File: config.mk
export PLATFORM = sky130hd
export DESIGN_NAME = ram_access_arbiter
export DESIGN_NICKNAME = d
export VERILOG_FILES = /design/src/rtl/ram_arb_pkg.sv /design/src/rtl/rr_arb2.sv /design/src/rtl/ram_access_arbiter.sv
export SDC_FILE = /design/constraint.sdc
export NUM_CORES = 1
export LEC_CHECK = 0
export BUFFER_PORTS_ARGS = -buffer_cell sky130_fd_sc_hd__buf_2
export CORE_AREA = 2 2 91 93
export CTS_CLUSTER_DIAMETER = 80
export DETAILED_ROUTE_END_ITERATION = 8
export DIE_AREA = 0 0 93 95
export PLACE_DENSITY_LB_ADDON = 0.3
export SLEW_MARGIN = 20
export SYNTH_ARGS = -nofsm -noshare
export SYNTH_HDL_FRONTEND = slang
export SYNTH_SLANG_ARGS = --single-unit
File: constraint.sdc
create_clock -name clk -period 1.37 [get_ports clk]
set_input_delay 0.137 -clock clk [delete_from_list [all_inputs] [get_ports clk]]
set_output_delay 0.137 -clock clk [all_outputs]
set_load 0.1 [all_outputs]
File: src/rtl/ram_arb_pkg.sv
// ----------------------------------------------------------------------------
// ram_arb_pkg
//   Shared definitions for the data-RAM access arbiter: default geometry,
//   FSM state encoding and requester (grant) identifiers.
//   Build option: ARB_ROUND_ROBIN_EN (consumed by rr_arb2) selects round-robin
//   arbitration; undefined gives fixed priority with m0 winning.
// ----------------------------------------------------------------------------
package ram_arb_pkg;

    localparam int ADDR_W_DEF = 10;
    localparam int DATA_W_DEF = 32;

    // Transaction FSM: IDLE -> ACCESS -> RESP -> IDLE
    typedef logic [1:0] state_t;
    localparam state_t ST_IDLE   = 2'd0;
    localparam state_t ST_ACCESS = 2'd1;
    localparam state_t ST_RESP   = 2'd2;

    // Requester identifiers, also used as the last-grant pointer value
    typedef logic gnt_id_t;
    localparam gnt_id_t GNT_M0 = 1'b0;
    localparam gnt_id_t GNT_M1 = 1'b1;

    // One-hot grant vector to requester id (m0 when nothing is granted)
    function automatic gnt_id_t onehot_to_id(input logic [1:0] gnt);
        return gnt[1] ? GNT_M1 : GNT_M0;
    endfunction

endpackage

File: src/rtl/rr_arb2.sv
// ----------------------------------------------------------------------------
// rr_arb2
//   Two-way arbiter producing a one-hot grant from a 2-bit request vector.
//   Build option ARB_ROUND_ROBIN_EN:
//     defined   - on contention, grant the requester not granted last; the
//                 last-grant pointer updates only when a grant is accepted and
//                 resets to m1 so that m0 is favoured first.
//     undefined - fixed priority, m0 wins on contention; no pointer state.
//   A lone requester is granted in both builds.
// Ports
//   clk     in  1  rising-edge clock
//   rst     in  1  synchronous, active-high reset
//   req     in  2  request vector {m1, m0}
//   accept  in  1  the current grant is being taken this cycle
//   gnt     out 2  one-hot grant {m1, m0}; 0 when no request
// ----------------------------------------------------------------------------
module rr_arb2
    import ram_arb_pkg::*;
(
    input  logic       clk,
    input  logic       rst,
    input  logic [1:0] req,
    input  logic       accept,
    output logic [1:0] gnt
);

`ifdef ARB_ROUND_ROBIN_EN

    gnt_id_t last_q;
    gnt_id_t last_d;

    always_comb begin
        if (req == 2'b11) begin
            gnt = (last_q == GNT_M0) ? 2'b10 : 2'b01;
        end else begin
            gnt = req;
        end
    end

    always_comb begin
        // NOTE: every combinational output gets a default first, so no path
        // leaves it unassigned and no latch is inferred.
        last_d = last_q;
        if (accept) begin
            last_d = onehot_to_id(gnt);
        end
    end

    // NOTE: sequential state uses non-blocking assignments only, so every
    // flop samples the pre-edge values regardless of block ordering.
    always_ff @(posedge clk) begin
        if (rst) begin
            last_q <= GNT_M1;
        end else begin
            last_q <= last_d;
        end
    end

`else

    // Fixed priority: m0 whenever it asks, otherwise whatever m1 asks
    always_comb begin
        gnt = req[0] ? 2'b01 : req;
    end

    // Clock, reset and accept only feed the pointer, which this build omits
    logic unused_ok;
    assign unused_ok = ^{clk, rst, accept};

`endif

endmodule

File: src/rtl/ram_access_arbiter.sv
// ----------------------------------------------------------------------------
// ram_access_arbiter
//   Shares one single-port RAM (registered, write-first read data) between
//   two requesters, m0 (CPU load/store) and m1 (program/debug loader).
//   One transaction at a time: accept in IDLE, drive the RAM for one cycle in
//   ACCESS, present the response in RESP until the winner consumes it.
//   Accept at cycle N gives rsp_valid at N+2; minimum 3 cycles per access.
//   Build option: ARB_ROUND_ROBIN_EN (round-robin vs. fixed m0 priority),
//   implemented inside rr_arb2.
// Ports (mX = m0 or m1)
//   clk, rst          clock; synchronous active-high reset
//   mX_req_valid/ready  request handshake; ready pulses for the accept cycle
//   mX_req_we/addr/wdata  request fields, held by requester until accepted
//   mX_rsp_valid/ready  response handshake; valid held until ready
//   mX_rsp_rdata        read data (new word for writes); 0 outside RESP
//   ram_we/addr/din     RAM control; we is high only in ACCESS
//   ram_dout            RAM read data, valid one cycle after the address
// ----------------------------------------------------------------------------
module ram_access_arbiter
    import ram_arb_pkg::*;
#(
    parameter int ADDR_W = ADDR_W_DEF,
    parameter int DATA_W = DATA_W_DEF
) (
    input  logic              clk,
    input  logic              rst,

    input  logic              m0_req_valid,
    output logic              m0_req_ready,
    input  logic              m0_req_we,
    input  logic [ADDR_W-1:0] m0_req_addr,
    input  logic [DATA_W-1:0] m0_req_wdata,
    output logic              m0_rsp_valid,
    input  logic              m0_rsp_ready,
    output logic [DATA_W-1:0] m0_rsp_rdata,

    input  logic              m1_req_valid,
    output logic              m1_req_ready,
    input  logic              m1_req_we,
    input  logic [ADDR_W-1:0] m1_req_addr,
    input  logic [DATA_W-1:0] m1_req_wdata,
    output logic              m1_rsp_valid,
    input  logic              m1_rsp_ready,
    output logic [DATA_W-1:0] m1_rsp_rdata,

    output logic              ram_we,
    output logic [ADDR_W-1:0] ram_addr,
    output logic [DATA_W-1:0] ram_din,
    input  logic [DATA_W-1:0] ram_dout
);

    state_t              state_q,  state_d;
    gnt_id_t             gnt_id_q, gnt_id_d;
    logic                we_q,     we_d;
    logic [ADDR_W-1:0]   addr_q,   addr_d;
    logic [DATA_W-1:0]   wdata_q,  wdata_d;

    logic [1:0]          req;
    logic [1:0]          gnt;
    logic                accept;
    logic                winner_rsp_ready;

    assign req = {m1_req_valid, m0_req_valid};

    // No acceptance while reset is held: the latch would be discarded at the
    // edge and the requester would wrongly believe it had been taken.
    assign accept = (state_q == ST_IDLE) && (req != 2'b00) && !rst;

    rr_arb2 u_arb (
        .clk    (clk),
        .rst    (rst),
        .req    (req),
        .accept (accept),
        .gnt    (gnt)
    );

    assign winner_rsp_ready = (gnt_id_q == GNT_M1) ? m1_rsp_ready : m0_rsp_ready;

    always_comb begin
        state_d  = state_q;
        gnt_id_d = gnt_id_q;
        we_d     = we_q;
        addr_d   = addr_q;
        wdata_d  = wdata_q;

        case (state_q)
            ST_IDLE: begin
                if (accept) begin
                    state_d  = ST_ACCESS;
                    gnt_id_d = onehot_to_id(gnt);
                    if (gnt[1]) begin
                        we_d    = m1_req_we;
                        addr_d  = m1_req_addr;
                        wdata_d = m1_req_wdata;
                    end else begin
                        we_d    = m0_req_we;
                        addr_d  = m0_req_addr;
                        wdata_d = m0_req_wdata;
                    end
                end
            end
            ST_ACCESS: begin
                state_d = ST_RESP;
            end
            ST_RESP: begin
                if (winner_rsp_ready) begin
                    state_d = ST_IDLE;
                end
            end
            default: begin
                state_d = ST_IDLE;
            end
        endcase
    end

    always_ff @(posedge clk) begin
        if (rst) begin
            state_q  <= ST_IDLE;
            gnt_id_q <= GNT_M0;
            we_q     <= 1'b0;
            addr_q   <= '0;
            wdata_q  <= '0;
        end else begin
            state_q  <= state_d;
            gnt_id_q <= gnt_id_d;
            we_q     <= we_d;
            addr_q   <= addr_d;
            wdata_q  <= wdata_d;
        end
    end

    // Request side
    assign m0_req_ready = accept && gnt[0];
    assign m1_req_ready = accept && gnt[1];

    // Response side: addr is held through RESP, so ram_dout stays stable
    assign m0_rsp_valid = (state_q == ST_RESP) && (gnt_id_q == GNT_M0);
    assign m1_rsp_valid = (state_q == ST_RESP) && (gnt_id_q == GNT_M1);
    assign m0_rsp_rdata = m0_rsp_valid ? ram_dout : '0;
    assign m1_rsp_rdata = m1_rsp_valid ? ram_dout : '0;

    // RAM side. ram_we is deliberately not gated by rst: the RAM has no reset
    // and a write in ACCESS lands at that edge even if reset is asserted.
    assign ram_we   = (state_q == ST_ACCESS) && we_q;
    assign ram_addr = addr_q;
    assign ram_din  = wdata_q;

endmodule

# After elaboration in Yosys (flattened, before gate mapping)

Index checks and enable logic that the tools add are counted.

Input port bits: 124
Register bits: 46
Word-level logic and storage cells: 33

Eq/ne operators: 4
Reductions and logical operators: 12
Mux-type cells: 11
Bitwise logic cells: 1

Operators with widths:

| operator                                                        | count |
|---|---|
| 32-bit two-way mux                                              | 3 |
| 10-bit two-way mux                                              | 1 |
| 1-bit logical AND                                               | 7 |
| 2-bit two-way mux                                               | 3 |
| 2-bit case mux with 3 select lines                              | 1 |
| 2-bit inequality test, second input constant                    | 2 |
| 2-bit AND reduction                                             | 2 |
| 1-bit two-way mux                                               | 3 |
| 2-bit by 1-bit == test with 1-bit output, second input constant | 1 |
| 2-bit == test, second input constant                            | 1 |
| 2-bit logical NOT                                               | 1 |
| 2-bit nonzero test                                              | 1 |
| 1-bit logical NOT                                               | 1 |
| 1-bit NOT                                                       | 1 |

# Depth between registers and ports, before layout

Gate-level depths: netlist of the first run.

Depth in word-level cells: 5
Gate-level depth with buffers: 5
Gate-level depth less buffers: 3

# Modules after synthesis

A second synthesis of the first run with hierarchy kept.

Cells, all modules: 239
Area total of the unflattened synthesis: 2637.5 um^2

Modules (own cells, without submodules):

| module             | area each (um^2) | cells an instance | sequential area each (um^2) | times used |
|---|---|---|---|---|
| ram_access_arbiter | 2616.3           | 237               | 920.9                       | 1 |
| rr_arb2            | 21.3             | 2                 | 0.0                         | 1 |

# Worst setup path after synthesis of the first run

Ideal clock, no wire load.

Kind: register to output
From: reg state_q[1]
To: out m0_req_ready
Data arrival time: 3.072 ns
Path slack: -1.839 ns
Cell stages (with the launch flop): 6
Cells stage by stage: dfxtp_1 > nor2_1 > buf_2 > buf_2 > nand2_1 > nor3b_1

Longest elaborated chain between the ends: 4

RTL lines:

| element                        | RTL line                  | RTL |
|---|---|---|
| start: declaration             | ram_access_arbiter.sv:52  | `state_t state_q, state_d;` |
| start signal: assignment       | ram_access_arbiter.sv:124 | `state_q <= state_d;` |
| 2-bit logical NOT              | ram_access_arbiter.sv:67  | `assign accept = (state_q == ST_IDLE) && (req != 2'b00) && !rst;` |
| 1-bit logical AND (2 in a row) | ram_access_arbiter.sv:67  |  |
| 1-bit logical AND              | ram_access_arbiter.sv:133 | `assign m0_req_ready = accept && gnt[0];` |
| end: declaration               | ram_access_arbiter.sv:29  | `output logic m0_req_ready,` |

No other way between the ends.

# Final worst setup path of the first run

From: reg state_q[0]
To: out m1_rsp_rdata[17]

Longest elaborated chain between the ends: 3

RTL lines:

| element            | RTL line                  | RTL |
|---|---|---|
| 2-bit == test      | ram_access_arbiter.sv:138 | `assign m1_rsp_valid = (state_q == ST_RESP) && (gnt_id_q == GNT_M1);` |
| 1-bit logical AND  | ram_access_arbiter.sv:138 |  |
| 32-bit two-way mux | ram_access_arbiter.sv:140 | `assign m1_rsp_rdata = m1_rsp_valid ? ram_dout : '0;` |
| end: declaration   | ram_access_arbiter.sv:44  | `output logic [DATA_W-1:0] m1_rsp_rdata,` |

No other way between the ends.

==> results_dict.tcl, run 1 <==
set metrics [dict create \
    synth_flop_cell "dfxtp_1" \
    detailed_place_hpwl_mm 8.33 \
    cp_data_arrival_time_ns 1.50 \
    clock_insertion_delay_worst_skew_ns 0.29 \
    synth_adder_area_share 0 \
    total_number_of_h_tree_levels 2 \
    routed_wirelength_mm 11.2 \
    cp_max_fo 16 \
    antenna_found_initial 1 \
    ys_top_cells_by_area "dfxtp_1 (33%), a311oi_2 (21%), and2_1 (14%), nand2_1 (12%), a21oi_1 (7.8%)" \
    area_growth_pct 100 \
    numPlacedInstances 653 \
    floorplan.die.width_um 93 \
    maxClockFrequency_ghz 0.611 \
    timing.hold.worst.class "in2reg" \
    synthArstFlopShare 0 \
    rsz0062_at_grt "yes" \
    synthesis.area_per_instance_um2 8.33 \
    num-fill-cells 567 \
    number_of_buffers_inserted_by_port_buffering 234 \
    power.ir.vdd_worst_mv 0.681 \
    slew-limit-headroom 0.659 \
    synth_compound_area_frac 0.307 \
    drt_first_pass_iters 5 \
    syn-num-nets 462 \
    result_of_the_run "complete, but fails checks" \
    clock_path_buffers 2 \
    hold_viol 0 \
    routedWlPerCell_um 16.7 \
    die-height_um 95 \
    yosysWarnings 0 \
    place.gp.congestion 0.768 \
    postSynthRegisterBits 46 \
    finalWorstSetupSlack_ns -0.267 \
    grt_start_max_net_pins 45 \
    gr-usage-all-layers 0.231 \
    critPathMaxStageDelay_ns 0.37 \
    min_delay_path_depth 3 \
    cell_area_after_synthesis_um2 2820 \
    design.core.area_um2 7930 \
    stdcell_count 672 \
    ctsRootBufferMaster "clkbuf_8" \
    main_combinational_cell_family_by_area_after_synthesis "compound AO/OA/AOI/OAI gates" \
    synthMostInstantiatedCell "nand2_1" \
    final_net_count 689 \
    reg2reg_depth 6 \
    tritoncts.num_buffers 5 \
    clk_transition_reported_paths_ns 0.08 \
    worst_slew_pin_slew_ns 0.515 \
    cp.required_ns 1.23 \
    cts.sink_count 46 \
    powerDensity_nw_per_um2 978 \
    synth_xor_area_frac 0 \
    cts_tree "yes" \
    gr-total-overflow 0 \
    synth_edf_count 0 \
    synth_commonest_cells "nand2_1 (87), and2_1 (65), dfxtp_1 (46), a21oi_1 (44), a311oi_2 (40)" \
    synth.distinct_cells 23 \
    fin_crit_sh 1.20 \
    cp-start-kind "flop" \
    grt_pass1_vias 3213 \
    crit_path_cell_trace "and3b_2 > clkbuf_16 > and2_2 > buf_12" \
    design.portCount 235 \
    type_of_destination_of_the_critical_path "output port" \
    synth_simple_gate_area_frac 0.290 \
    antenna_violating_nets_post_route 0 \
    routed_via_density 5.10 \
    cap_viol_max_count 0 \
    number_of_max_slew_violations_in_the_final_report 0 \
    synth_largest_area_cell "dfxtp_1" \
    detail_route.drc_violations 0 \
    initial_utilization 0.355 \
    yosys-mux-area-fraction 0.00355 \
    synth_top_cell_area_share 0.327 \
    post_route_cells_drive_above_1_share 0.673 \
    critical_path.slowest_cell "dfxtp_4" \
    synth_cells 338 \
    finClkSkew_ns 0.00508 \
    finalWorstPathRequiredPeriod_ns 1.64 \
    final-setup-viol-count 111 \
    placement_rows 33 \
    path_class "reg2out" \
    seq_area_frac_synth 0.327 \
    initialDrtViolationCount 109 \
    leakagePower_uw 0.00255 \
    failed_checks "setup timing" \
    floorplan.die_area_um2 8840 \
    grt_pass1_wl_mm 16.4 \
    total_power_uw 5520 \
    vias 3428 \
]
-- where the power goes --
part | switching, µW | total, µW | internal [µW]
registers | 87.8 | 1590 | 1500
clock network | 442 | 850 | 408
logic | 2180 | 3080 | 900
-- worst max-delay path: cells and delay by family (launching register included) --
family | cells | cell delay (ns)
simple gates | 2 | 0.47
buf+inv | 2 | 0.36
flops | 1 | 0.37
-- cells in the final DEF, fill, tap and decap left out, types with 2 or more instances in the layout --
cell type	n
buf_12	77
buf_2	165
a311oi_2	41
nor3b_4	2
and2_4	62
dfxtp_4	3
nor2_4	2
a311oi_1	2
buf_4	4
dfxtp_1	43
buf_6	5
nand2b_1	2
and2_2	3
clkbuf_8	6
clkbuf_16	4
nand2_1	86
a21oi_1	44
-- per-layer routing --
layer | routed length, µm | part of all wire | vias up | global-route usage
met5 | 0 | 0 | - | 0
met4 | 203 | 0.018 | 0 | 0.0686
met3 | 993 | 0.088 | 14 | 0.0686
met2 | 5980 | 0.53 | 176 | 0.426
met1 | 4060 | 0.36 | 1615 | 0.257
li1 | - | - | 1623 | -
-- registers in the layout, summed over array words and instances (netlist names) --
register  count
we_q          1
state_q       2
ram_addr     10
gnt_id_q      1
ram_din      32
-- cells by family (layout without fill, tap and decap cells) --
family / Yosys count / count (layout)
DFF: 46 / 46
other: 0 / 1
buffers and inverters: 37 / 265
muxes: 1 / 1
AOI/OAI and AO/OA: 89 / 89
and+or+nand+nor: 165 / 165
-- final cells by class --
type	instances	area [µm²]	share of cell area
Inverter	1	3.75	0.000665
Tap cell	105	131	0.0233
Antenna cell	1	2.50	0.000444
Clock inverter	1	5.00	0.000887
Clock buffer	7	86.3	0.0153
Multi-Input combinational cell	255	1910	0.339
Timing Repair Buffer	256	2570	0.455
Sequential cell	46	932	0.165
-- final timing paths --
kind                                       start  slack, ns          endpoint
worst min register to register       ram_din[18]       0.52       ram_din[18]
worst min-delay path            m1_req_wdata[18]       0.12       ram_din[18]
worst max register to register        state_q[0]      -0.06       ram_din[25]
worst max-delay path                  state_q[0]      -0.27  m1_rsp_rdata[17]
-- through the flow --
step / worst slack, ns / util / setup TNS [ns] / cell area, µm² / hold WS (ns)
2_1_floorplan: -0.392 / - / -5.11 / 3010 / 0.297
3_3_place_gp: 0.0773 / 0.668 / 0 / 5290 / 0.403
3_5_place_dp: 0.0305 / 0.668 / 0 / 5290 / 0.415
4_1_cts: -0.265 / 0.690 / -16.12 / 5470 / 0.0968
5_1_grt: -0.310 / 0.712 / -22.15 / 5640 / 0.119
6_report: -0.267 / 0.712 / -16.31 / 5640 / 0.118
-- repair_timing --
action	CTS	global route
setup buffers	3	3
pin swaps	3	6
endpoints found under the setup margin	68	85
gates cloned	1	5
hold endpoints to repair	0	0
gates resized for setup	22	36
hold buffers	0	0
No activity file was read; power rests on OpenSTA's default activity.
==> run 2, diff against run 1 <==
- ABC_AREA: unset -> 1
- CELL_PAD_IN_SITES_DETAIL_PLACEMENT: unset -> 1
- CELL_PAD_IN_SITES_GLOBAL_PLACEMENT: unset -> 2
- CORE_AREA: 2 2 91 93 -> unset
- CORE_MARGIN: unset -> 2
- CORE_UTILIZATION: unset -> 16
- DIE_AREA: 0 0 93 95 -> unset
==> run 2 against run 1 <==
The run still ends with setup timing left. Worst setup slack worse by 0.031 ns. Die area is 100% higher. Clock skew increased by 0.0028 ns. Sequential cell count unchanged. Via count grew 10%. Critical endpoint is now m1_rsp_rdata[20]. Largest cell class unchanged.
==> results_dict.tcl, run 2 <==
set metrics [dict create \
    rsz0062_at_grt "yes" \
    leakagePower_uw 0.00317 \
    ys_top_cells_by_area "dfxtp_1 (34%), nand2_1 (27%), nor2_1 (17%), inv_1 (7.0%), o21bai_1 (4.5%)" \
    final_net_count 857 \
    grt.met2_usage 0.279 \
    grt_pass1_wl_mm 21.5 \
    switching_share 0.467 \
    synth_cells 477 \
    maxClockFrequency_ghz 0.599 \
    psw_uw 2750 \
    r2r_end "ram_din[7]" \
    cp_num_buf_inv 4 \
    number_of_buffers_inserted_by_port_buffering 234 \
    ctsRootBufferMaster "clkbuf_16" \
    initialDrtViolationCount 57 \
    gr-usage-all-layers 0.150 \
    combinationalPowerShare 0.497 \
    routedWlPerCell_um 14.1 \
    clock_path_buffers 2 \
    initial_utilization 0.163 \
    clk_transition_reported_paths_ns 0.07 \
    final_area_um2 6320 \
    synthArstFlopShare 0 \
    hold_path_startpoint "m1_req_wdata[16]" \
    synth_top_cell_area_share 0.343 \
    fin_crit_sh 1.22 \
    gr-total-overflow 0 \
    fin_tns_setup_ns -18.03 \
    path_class "reg2out" \
    seq_area_frac_synth 0.343 \
    yosysWarnings 0 \
    synthMostInstantiatedCell "nand2_1" \
    cap_viol_max_count 0 \
    area_growth_pct 135 \
    cts_tree "yes" \
    cp_data_arrival_time_ns 1.53 \
    critical_path.slowest_cell "dfxtp_2" \
    number_of_max_slew_violations_in_the_final_report 0 \
    global_route.usage.met3 0.0445 \
    floorplan.die_area_um2 17800 \
    drt_first_pass_iters 4 \
    synthesis.area_per_instance_um2 5.62 \
    finalWorstSetupSlack_ns -0.298 \
    clock_insertion_delay_worst_skew_ns 0.29 \
    most-common-layout-cells "nand2_1 (193), buf_2 (165), buf_12 (80)" \
    finClkSkew_ns 0.00792 \
    critical_path.top_delay_family "buffers and inverters" \
    cp-start-kind "flop" \
    finalWorstPathRequiredPeriod_ns 1.67 \
    reg2reg_depth 7 \
    powerDensity_nw_per_um2 932 \
    slew-limit-headroom 0.657 \
    hold_viol 0 \
    cell_area_after_synthesis_um2 2680 \
    synth.distinct_cells 16 \
    power.internal_uw 3140 \
    worst_slew_pin_slew_ns 0.517 \
    die-height_um 133 \
    cp_max_fo 8 \
    routed_wirelength_mm 13.4 \
    detailed_place_hpwl_mm 11.0 \
    min_delay_path_depth 5 \
    type_of_destination_of_the_critical_path "output port" \
    holdPathEnd "ram_din[16]" \
    syn-num-nets 601 \
    cp.required_ns 1.23 \
    placement_rows 47 \
    global_route.usage.met1 0.169 \
    design.core.area_um2 16500 \
    total_number_of_h_tree_levels 2 \
    synth_commonest_cells "nand2_1 (196), nor2_1 (121), inv_1 (50), dfxtp_1 (46), nand3_1 (17)" \
    routed_via_density 3.96 \
    power.ir.vdd_worst_mv 0.639 \
    floorplan.die.width_um 133 \
    timing.hold.worst.class "in2reg" \
    result_of_the_run "complete, but fails checks" \
    grt_most_used_layer "met2" \
    grt_start_max_net_pins 26 \
    antenna_violating_nets_post_route 0 \
    synth_largest_area_cell "dfxtp_1" \
    num_antenna_cells 0 \
    design.portCount 235 \
    post_route_cells_drive_above_1_share 0.495 \
    crit_path_cell_trace "inv_2 > nor2_4 > buf_6 > nand2_8 > buf_12 > nor2_4 > buf_12" \
    cts.sink_count 46 \
    cell_area_reported_after_detailed_placement_um2 5880 \
    synth_edf_count 0 \
    largest_register_ffs 32 \
    reg2reg_from "state_q[0]" \
    place.gp.congestion 0.781 \
    setup.reg_to_reg.worst_slack_ns -0.01 \
    failed_checks "setup timing" \
    power.share.clock 0.236 \
    antenna_found_initial 2 \
    synth_flop_cell "dfxtp_1" \
    grt_pass1_vias 4099 \
    dpl_worst_slack_ns -0.0627 \
    power.sequential.fraction 0.267 \
    vias 3780 \
    critPathMaxStageDelay_ns 0.34 \
    final-setup-viol-count 69 \
    final_common_cell "nand2_1" \
    postSynthRegisterBits 46 \
    detail_route.drc_violations 0 \
    tritoncts.num_buffers 5 \
]
==> run 2: cell types whose count changed after synthesis, moves of 13 or more <==
cell	previous run	this run
nand2_1	87	196
o21bai_1	0	16
buf_2	22	9
nor2_1	3	121
nand3_1	0	17
and2_1	65	0
a311oi_2	40	0
a21oi_1	44	1
inv_1	1	50
==> run 2: layout make-up <==
cell class	instances	area, µm²
fill	2018	10100
clock buffer	6	129
timing repair buffer	272	2750
multi-input combinational	355	1980
inverter	53	213
sequential	46	923
clock inverter	2	37.5
tap	220	275
==> run 2: power by group through the flow <==
stage	registers [µW]	clock network [µW]	logic (µW)
6_report	1570	1390	2920
5_1_grt	1590	1530	3090
4_1_cts	1570	1470	2920
3_5_place_dp	1600	0	2840
3_3_place_gp	1590	0	2800
2_1_floorplan	2600	0	1020
==> run 2: through the flow <==
stage          std cells  hold slack, ns  power [µW]   util
6_report             954           0.139        5880  0.384
5_1_grt              954           0.154        6210  0.384
4_1_cts              953           0.125        5960  0.381
3_5_place_dp         935           0.432        4430  0.357
3_3_place_gp         935           0.424        4390  0.357
2_1_floorplan        477           0.333        3620      -
==> run 2: timing repair <==
item	in CTS	in global routing
endpoints found under the setup margin	86	97
pin swaps	12	8
buffers inserted	6	2
cloned	4	1
hold buffers	0	0
resized for setup	19	5
==> run 2: cells by family after synthesis <==
logic type	Yosys count	share of synthesized area
DFF	46	0.343
and+or+nand+nor	338	0.490
AOI/OAI and AO/OA	17	0.0466
buffers and inverters	76	0.120
==> run 2: worst max-delay path by stage <==
stage | cells past startpoint | from | to | slack, ns
2_1_floorplan | 4 | state_q[1] | m1_rsp_rdata[1] | -0.25
3_3_place_gp | 6 | state_q[1] | m0_rsp_rdata[10] | -0.05
3_5_place_dp | 6 | state_q[1] | m0_rsp_rdata[10] | -0.06
4_1_cts | 7 | state_q[1] | m0_rsp_rdata[18] | -0.31
5_1_grt | 7 | state_q[1] | m0_rsp_rdata[18] | -0.37
6_report | 7 | state_q[1] | m1_rsp_rdata[20] | -0.30
==> run 2: per-layer routing <==
metal | vias to the layer above | part of all wire | wire [µm]
met4 | 2 | 0.016 | 209
met3 | 17 | 0.076 | 1020
met5 | - | 0.00097 | 13
li1 | 1913 | - | -
met2 | 149 | 0.51 | 6870
met1 | 1699 | 0.40 | 5330
==> run 2: worst register-to-register path: stages, from the launching register on <==
cell	delay [ns]
dfxtp_2	0.35
nor2_2	0.16
buf_4	0.14
nand3_2	0.10
buf_4	0.19
buf_12	0.14
nor2_1	0.14
nor2_1	0.07
==> run 3, diff against run 2 <==
- TNS_END_PERCENT: unset -> 10
==> run 3 against run 2 <==
The flow still finishes with violations (setup timing). Register-to-register slack improved by 0.13 ns. Sequential share of layout area rose by 0.43 points. Non-clock buffer count fell by 11. Via count fell by 0.74%. Worst setup slack improved by 0.045 ns. Critical path depth did not move. First-iteration DRC count rose by 32%. Wire length fell by 0.40%. Highest routed layer unchanged.
==> results_dict.tcl, run 3 (same netlist as run 2, synthesis figures left out) <==
set metrics [dict create \
    result_of_the_run "complete, but fails checks" \
    failed_checks "setup timing" \
    tritoncts.num_buffers 5 \
    final_net_count 846 \
    post_route_cells_drive_above_1_share 0.486 \
    vias 3752 \
    leakagePower_uw 0.00310 \
    area_growth_pct 129 \
    power.sequential.fraction 0.270 \
    final-setup-viol-count 69 \
    finalWorstPathRequiredPeriod_ns 1.62 \
    path_class "reg2out" \
    detailed_place_hpwl_mm 10.8 \
    ctsRootBufferMaster "clkbuf_16" \
    power.share.clock 0.248 \
    critical_path.top_delay_family "buffers and inverters" \
    hold_path_startpoint "m1_req_addr[8]" \
    cp_max_fo 6 \
    gr-usage-all-layers 0.144 \
    cts.sink_count 46 \
    routedWlPerCell_um 14.2 \
    clock_path_buffers 2 \
    number_of_buffers_inserted_by_port_buffering 234 \
    power.ir.vdd_worst_mv 0.474 \
    grt_pass1_wl_mm 20.6 \
    fin_util 0.373 \
    die-height_um 133 \
    power.internal_uw 3100 \
    powerDensity_nw_per_um2 948 \
    largest_register_ffs 32 \
    type_of_destination_of_the_critical_path "output port" \
    crit_path_start "state_q[1]" \
    slew-limit-headroom 0.648 \
    total_number_of_h_tree_levels 2 \
    crit_path_cell_trace "inv_2 > nor2_4 > buf_6 > nand2_8 > clkbuf_16 > nor2_4 > buf_12" \
    hold_viol 0 \
    cell_area_reported_after_detailed_placement_um2 5770 \
    worst_slew_pin_slew_ns 0.531 \
    finalWorstSetupSlack_ns -0.254 \
    numPlacedInstances 929 \
    num-fill-cells 2045 \
    cp_num_buf_inv 4 \
    finClkSkew_ns 0.00590 \
    rsz0062_at_grt "yes" \
    critPathMaxStageDelay_ns 0.34 \
    dpl_worst_slack_ns -0.00146 \
    routed_wirelength_mm 13.4 \
    cap_viol_max_count 0 \
    clk_transition_reported_paths_ns 0.07 \
    number_of_max_slew_violations_in_the_final_report 0 \
    cts_tree "yes" \
    antenna_found_initial 2 \
    design.core.area_um2 16500 \
    cp.required_ns 1.23 \
    setup.reg_to_reg.worst_slack_ns 0.12 \
    most-common-layout-cells "nand2_1 (193), buf_2 (165), buf_12 (75)" \
    final_area_um2 6130 \
    gr-total-overflow 0 \
    reg2reg_from "state_q[1]" \
    initialDrtViolationCount 75 \
    antenna_violating_nets_post_route 0 \
    drt_first_pass_iters 4 \
    place.gp.congestion 0.767 \
    floorplan.die_area_um2 17800 \
    clock_insertion_delay_worst_skew_ns 0.29 \
    critical_path.slowest_cell "dfxtp_2" \
    maxClockFrequency_ghz 0.616 \
    regArea_um2 923 \
    combinationalPowerShare 0.483 \
    cp-start-kind "flop" \
    final_common_cell "nand2_1" \
    routed_via_density 3.98 \
    psw_uw 2720 \
    design.portCount 235 \
    area_taken_by_multi_input_logic_gates_um2 1970 \
    floorplan.die.width_um 133 \
    switching_share 0.467 \
    path_common_cell "nor2_4" \
    grt_start_max_net_pins 26 \
    total_power_uw 5810 \
    stdcell_count 943 \
    detail_route.drc_violations 0 \
    cp_data_arrival_time_ns 1.49 \
    timing.hold.worst.class "in2reg" \
    fin_crit_sh 1.19 \
    grt_pass1_vias 3959 \
    initial_utilization 0.163 \
    placement_rows 47 \
]
==> run 3: final timing paths <==
| kind | end | cells after the start |
|---|---|---|
| max | m1_rsp_rdata[5] | 7 |
| min | ram_addr[8] | 5 |
| max reg2reg | ram_addr[2] | 8 |
| min reg2reg | ram_din[28] | 2 |
==> run 3: per-layer routing <==
layer | wire length [µm] | GRT usage | part of all wire | up-vias
met4 | 141 | 0.0366 | 0.011 | 2
met5 | 13 | 0 | 0.00097 | -
li1 | - | - | - | 1895
met1 | 5210 | 0.158 | 0.39 | 1699
met3 | 940 | 0.0411 | 0.070 | 10
met2 | 7080 | 0.273 | 0.53 | 146
==> run 3: power groups by stage <==
stage                     Clock [µW]  Combinational [µW]  Sequential (µW)
after CTS                       1500                2830             1570
after global placement             0                2770             1590
after floorplan                    0                 983             2600
after detailed placement           0                2790             1600
final                           1440                2810             1570
after global routing            1550                2970             1590
==> run 3: worst min-delay path: cells and delay by family <==
kind | cells | cell delay (ns)
buf+inv | 1 | 0.07
simple gates | 4 | 0.19
==> run 3: metrics by stage <==
step                hold WS [ns]  setup TNS, ns
floorplan                  0.333         -21.16
global placement           0.423              0
detailed placement         0.434       -0.00146
CTS                        0.130         -15.96
global route               0.161         -19.99
finish                     0.140         -14.89
==> run 3: final cells by class <==
class,instances,share of cell area
inverters,53,0.0337
diodes,1,0.000408
multi-input cells,355,0.321
flip-flops and latches,46,0.151
well taps,220,0.0449
clock buffers,6,0.0226
repair buffers,261,0.422
clock inverters,1,0.00489
==> run 3: timing repair <==
item                                    CTS  global route
endpoints found under the setup margin   68            73
resized for setup                        13             5
hold endpoints to repair                  0             0
setup buffers                             1             0
gates cloned                              1             4
hold buffers                              0             0
pin swaps                                 3             5
